===== config.mk =====
export PLATFORM = sky130hd
export DESIGN_NAME = player_ship_ctrl
export DESIGN_NICKNAME = d
export VERILOG_FILES = /design/src/rtl/player_ship_ctrl.sv
export SDC_FILE = /design/constraint.sdc
export NUM_CORES = 1
export LEC_CHECK = 0
export ABC_AREA = 1
export CAP_MARGIN = 15
export CORE_UTILIZATION = 30
export CTS_BUF_LIST = sky130_fd_sc_hd__clkbuf_8 sky130_fd_sc_hd__clkbuf_16
export DETAILED_ROUTE_END_ITERATION = 8
export PLACE_DENSITY_LB_ADDON = 0.15
export SLEW_MARGIN = 10
export SYNTH_ARGS = -nofsm -noshare
export SYNTH_HDL_FRONTEND = slang
export SYNTH_SLANG_ARGS = --single-unit

===== constraint.sdc =====
create_clock -name clk -period 4.2 [get_ports clk]
set_input_delay 0.63 -clock clk [delete_from_list [all_inputs] [get_ports clk]]
set_output_delay 0.63 -clock clk [all_outputs]
set_load 0.02 [all_outputs]

===== src/rtl/player_ship_ctrl.sv =====
// Player ship controller: button-driven horizontal movement with auto-repeat,
// plus a single-shot fire handshake with a frame-based cooldown.
module player_ship_ctrl #(
    parameter logic [9:0] X_MIN       = 10'd8,
    parameter logic [9:0] X_MAX       = 10'd600,
    parameter logic [9:0] X_INIT      = 10'd300,
    parameter logic [9:0] STEP        = 10'd4,
    parameter logic [5:0] REPEAT_DLY  = 6'd20,
    parameter logic [5:0] REPEAT_RATE = 6'd4,
    parameter logic [5:0] COOLDOWN    = 6'd30
) (
    input  logic       clk,
    input  logic       rst,
    input  logic       frame_tick,
    input  logic       left_clean,
    input  logic       right_clean,
    input  logic       left_single,
    input  logic       right_single,
    input  logic       fire_single,
    input  logic       fire_ack,
    output logic [9:0] ship_x,
    output logic       fire_req,
    output logic [9:0] fire_x,
    output logic       cooldown_active
);

    typedef enum logic [1:0] {M_IDLE, M_DLY, M_RPT} move_state_t;
    typedef enum logic [1:0] {F_READY, F_REQ, F_COOL} fire_state_t;

    move_state_t move_q, move_d;
    fire_state_t fire_q, fire_d;
    logic        dir_q, dir_d;
    logic [5:0]  mcnt_q, mcnt_d;
    logic [5:0]  fcnt_q, fcnt_d;
    logic [9:0]  x_q, x_d;
    logic [9:0]  fx_q, fx_d;
    logic        req_q, req_d;
    logic        cool_q, cool_d;

    logic        do_move;
    logic        move_dir;
    logic        held;
    logic [5:0]  mcnt_inc;
    logic [10:0] x_right;
    logic [10:0] x_left_lim;

    assign held       = dir_q ? right_clean : left_clean;
    assign mcnt_inc   = mcnt_q + 6'd1;
    // 11-bit sums so a step past either edge saturates instead of wrapping
    assign x_right    = {1'b0, x_q} + {1'b0, STEP};
    assign x_left_lim = {1'b0, X_MIN} + {1'b0, STEP};

    always_comb begin
        move_d   = move_q;
        dir_d    = dir_q;
        mcnt_d   = mcnt_q;
        do_move  = 1'b0;
        move_dir = dir_q;
        if (left_single ^ right_single) begin
            dir_d    = right_single;
            move_dir = right_single;
            do_move  = 1'b1;
            mcnt_d   = 6'd0;
            move_d   = M_DLY;
        end else if (left_single && right_single) begin
            move_d = M_IDLE;
        end else if (move_q != M_IDLE) begin
            // button release wins over a coincident frame tick
            if (!held) begin
                move_d = M_IDLE;
            end else if (frame_tick) begin
                if (move_q == M_DLY) begin
                    if (mcnt_inc == REPEAT_DLY) begin
                        move_d = M_RPT;
                        mcnt_d = 6'd0;
                    end else begin
                        mcnt_d = mcnt_inc;
                    end
                end else if (mcnt_inc == REPEAT_RATE) begin
                    do_move = 1'b1;
                    mcnt_d  = 6'd0;
                end else begin
                    mcnt_d = mcnt_inc;
                end
            end
        end
    end

    always_comb begin
        x_d = x_q;
        if (do_move) begin
            if (move_dir) begin
                x_d = (x_right > {1'b0, X_MAX}) ? X_MAX : x_right[9:0];
            end else begin
                x_d = ({1'b0, x_q} < x_left_lim) ? X_MIN : (x_q - STEP);
            end
        end
    end

    always_comb begin
        fire_d = fire_q;
        fcnt_d = fcnt_q;
        fx_d   = fx_q;
        req_d  = req_q;
        cool_d = cool_q;
        case (fire_q)
            F_READY: begin
                if (fire_single) begin
                    fx_d   = x_q;
                    req_d  = 1'b1;
                    fire_d = F_REQ;
                end
            end
            F_REQ: begin
                if (fire_ack) begin
                    req_d = 1'b0;
                    if (COOLDOWN == 6'd0) begin
                        fire_d = F_READY;
                    end else begin
                        fire_d = F_COOL;
                        cool_d = 1'b1;
                        fcnt_d = COOLDOWN;
                    end
                end
            end
            F_COOL: begin
                if (frame_tick) begin
                    if (fcnt_q <= 6'd1) begin
                        fcnt_d = 6'd0;
                        fire_d = F_READY;
                        cool_d = 1'b0;
                    end else begin
                        fcnt_d = fcnt_q - 6'd1;
                    end
                end
            end
            default: begin
                fire_d = F_READY;
                req_d  = 1'b0;
                cool_d = 1'b0;
            end
        endcase
    end

    always_ff @(posedge clk) begin
        if (rst) begin
            move_q <= M_IDLE;
            dir_q  <= 1'b0;
            mcnt_q <= 6'd0;
            x_q    <= X_INIT;
            fire_q <= F_READY;
            fcnt_q <= 6'd0;
            fx_q   <= 10'd0;
            req_q  <= 1'b0;
            cool_q <= 1'b0;
        end else begin
            move_q <= move_d;
            dir_q  <= dir_d;
            mcnt_q <= mcnt_d;
            x_q    <= x_d;
            fire_q <= fire_d;
            fcnt_q <= fcnt_d;
            fx_q   <= fx_d;
            req_q  <= req_d;
            cool_q <= cool_d;
        end
    end

    assign ship_x          = x_q;
    assign fire_req        = req_q;
    assign fire_x          = fx_q;
    assign cooldown_active = cool_q;

endmodule


==> parameters.txt <==
Parameter                              Value

Run status
  Result of the run    complete, no violations

Critical path
  Kind of launch point of the worst setup path    input pin
  Biggest fanout along the worst timing path    14
  List of cells traversed by the critical path    clkdlybuf4s50_1 -> ha_1 -> inv_1 -> nand3_1 -> nor2_1 -> nand3_2 -> nand2_2 -> inv_1 -> nor2_1 -> a21oi_1
  Required time reported for the critical path endpoint    between 4 and 5 ns
  Nature of the critical path endpoint    flip-flop
  Crit path max-delay family    simple AND/OR/NAND/NOR gates
  Startpoint of the most critical setup path    left_single
  Cell at the slowest stage of the critical path    sky130_fd_sc_hd__nor2_1
  Worst EP arrival    between 2 and 3 ns
  Peak per-stage delay on the critical path    a little over 0.5 ns
  Critical path buffers and inverters    3
  Start of the worst register-to-register path    move_q[0]
  Startpoint-to-endpoint class of the critical path    input pin to flip-flop

STA
  Number of pins exceeding their max-slew limit in the final report    0
  Total of endpoints with negative setup slack in the final report    0
  Remaining max-slew budget at the tightest pin    around 57%
  Final worst clock skew    between 0.004 and 0.005 ns
  Hold slack    0.461 ns
  Worst Tran Pin Value    between 0.6 and 0.7 ns
  Final-layout setup total negative slack    0 ns
  Final clock period utilization by the worst path    59.1%
  Hold Violations, Final    0
  Unrepaired setup endpoints after global routing    no
  Final critical path time including I/O delays and setup    approximately 2.5 ns
  Upper clock frequency limit    between 400 and 500 MHz
  Slack of the critical path    ~1.7 ns

Global route
  Global route overflow    0
  Gr usage total    roughly 14%
  Wire length of the first global-routing pass    roughly 8.4 mm
  Pin count of the biggest net entering global routing    19
  Via count of the first global-routing pass    between 1500 and 2000
  Antenna violations before repair    0

Synthesis
  Asr flop ratio synth    0%
  Mean post-synth cell area    about 6.9 um2
  Post-synthesis instance total    between 300 and 400
  Number of enable flip-flop cells after synthesis    0
  Cell accounting for the most synthesized area    sky130_fd_sc_hd__dfxtp_1
  Warnings, synthesis    0
  Cell types occupying the most area after synthesis    sky130_fd_sc_hd__dfxtp_1, sky130_fd_sc_hd__nand2_1, sky130_fd_sc_hd__inv_1
  Cell Area, Synth    2120 um2
  Primary FF master, synth    sky130_fd_sc_hd__dfxtp_1
  Number of register bits inferred by synthesis    35
  Sequential share of the synthesized area    33.1%
  Area share of the largest cell type after synthesis    33.1%
  Synth cell types    37

Clocking
  Cts-stage hold buffer count    0
  CTS Root Buffer Type    sky130_fd_sc_hd__clkbuf_8
  Number of buffers on the longest clock path    2
  CTS tree    done
  Sink count of the clock tree    35
  Resize count post-CTS    0
  Clk_lat worst skew    0.28 ns
  Setup Buffers After CTS    0
  Clock slew at the register clock pins of the worst setup and hold paths    ~0.070 ns
  TritonCTS buffer count    5
  H-tree lvl count    2

Routing
  Total number of vias    1944
  Vias per cell    4.52
  Number of iterations in the first detailed-routing pass    4
  Number of antenna-violating nets in the routed design    0
  First DRT Iteration DRCs    93
  DR DRC count    0
  Wirelength, routed    4.93 mm
  Post-detailed-route wirelength per cell    about 11 um

Die
  Number of placement rows    30
  Starting density of the core    31.2%
  Floorplan die width    approximately 86 um
  Die footprint    7400 um2
  Floorplan core area    just under 7000 um2
  Boundary Pins    31
  Y dimension of the die    roughly 86 um

Place
  Final weighted congestion in routability-driven placement    roughly 0.86
  Detail Placement HPWL    ~3.6 mm
  Instance area at placement    between 2000 and 2500 um2
  Total of buffers placed on input and output ports    26
  Worst slack, placed    1.44 ns

Power
  Internal power component    about 560 uW
  Pwr per Cell Area    about 340 nW/um2
  Switching share of power    34.8%
  Post-layout total power    between 800 and 900 uW
  Net switching power figure    between 300 and 400 uW
  Fraction of power consumed by sequential logic    approximately 45%
  Clock share of power    between 20% and 30%
  Maximum resistive drop on vdd    around 0.00011 V
  Part of the total power dissipated in combinational logic    29.5%
  Leakage    0.00110 uW

Finish
  Post-Layout Inst Area    around 2500 um2
  Leading cell types in the layout, fill and taps excluded    sky130_fd_sc_hd__nand2_1, sky130_fd_sc_hd__inv_1, sky130_fd_sc_hd__dfxtp_1
  Ant diodes    0
  Most frequent standard cell in the layout excluding fill and tap cells    sky130_fd_sc_hd__nand2_1
  Fraction of final layout cells with drive strength greater than 1    10.2%
  Layout-stage area growth over the synthesis result    19.1%
  Final-stage net count    between 300 and 400

Flow run
  MaxCap Viol Count    0

Worst hold path
  Startpoint of the most critical hold path    fire_req
  Worst min-delay path category    flip-flop to flip-flop
==> cells by family (layout without fill, tap and decap cells) <==
kind of cell	Yosys count	count (layout)	share of synthesized area, %
AOI/OAI and AO/OA	66	66	17.0
buffers and inverters	51	74	10.3
adders and majority gates	8	8	4.73
DFF	35	35	33.1
xor gates and xnor gates	7	7	3.25
and+or+nand+nor	139	139	31.0
other	1	4	0.177
muxes	1	1	0.473
==> layer usage <==
layer	routed length (um)	global-route usage (%)	vias to the layer above
li1	-	-	1048
met1	2570	19.5	851
met2	2120	22.2	43
met3	207	3.27	2
met4	24	4.09	0
met5	0	0	-
==> power by group through the flow <==
stage | Combinational [uW] | Sequential [uW] | Clock [uW]
after CTS | 255 | 388 | 236
final | 256 | 387 | 223
after global placement | 256 | 396 | 0
after floorplan | 158 | 411 | 0
after global routing | 286 | 392 | 248
after detailed placement | 253 | 395 | 0
==> metrics by stage <==
step | utilization [%] | instances
after floorplan | - | 311
after global placement | 36.0 | 424
after detailed placement | 36.0 | 424
after CTS | 37.1 | 430
after global routing | 37.1 | 430
final | 37.1 | 430
==> worst min-delay path, cell delays in order (launching register included) <==
cell and delay (ns):
sky130_fd_sc_hd__dfxtp_1 0.31, sky130_fd_sc_hd__nand2_1 0.06, sky130_fd_sc_hd__a21oi_1 0.05
==> path summary, 6_finish.rpt <==
| check | endpoint | slack [ns] | cells after the start |
|---|---|---|---|
| worst max-delay path | ship_x[6] | 1.72 | 10 |
| worst min-delay path | fire_req | 0.46 | 2 |
| worst max register to register | ship_x[6] | 2.30 | 8 |
| worst min register to register | fire_req | 0.46 | 2 |
==> Yosys cell counts, types with 5 or more instances <==
library cell / n
sky130_fd_sc_hd__inv_1: 37
sky130_fd_sc_hd__o21ai_0: 24
sky130_fd_sc_hd__nand3_1: 17
sky130_fd_sc_hd__a21oi_1: 27
sky130_fd_sc_hd__inv_2: 5
sky130_fd_sc_hd__dfxtp_1: 35
sky130_fd_sc_hd__nand2_1: 67
sky130_fd_sc_hd__o21ai_1: 6
sky130_fd_sc_hd__nand2_2: 7
sky130_fd_sc_hd__ha_1: 8
sky130_fd_sc_hd__nand4_1: 5
sky130_fd_sc_hd__nor2_1: 25
==> sequential cells by signal, indices dropped and copies added (netlist names) <==
| register | flops |
|---|---|
| move_q | 2 |
| ship_x | 8 |
| fire_x | 8 |
| dir_q | 1 |
| fcnt_q | 6 |
| fire_q | 2 |
| mcnt_q | 6 |
| cooldown_active | 1 |
| fire_req | 1 |
==> area by class of cell <==
type	instances	area (um2)
clock inverter	1	3.75
sequential	35	701
timing repair buffer	26	260
fill	732	4270
inverter	42	158
tap	96	120
clock buffer	5	68.8
multi-input combinational	225	1210
(Power assumes the default switching activity.)
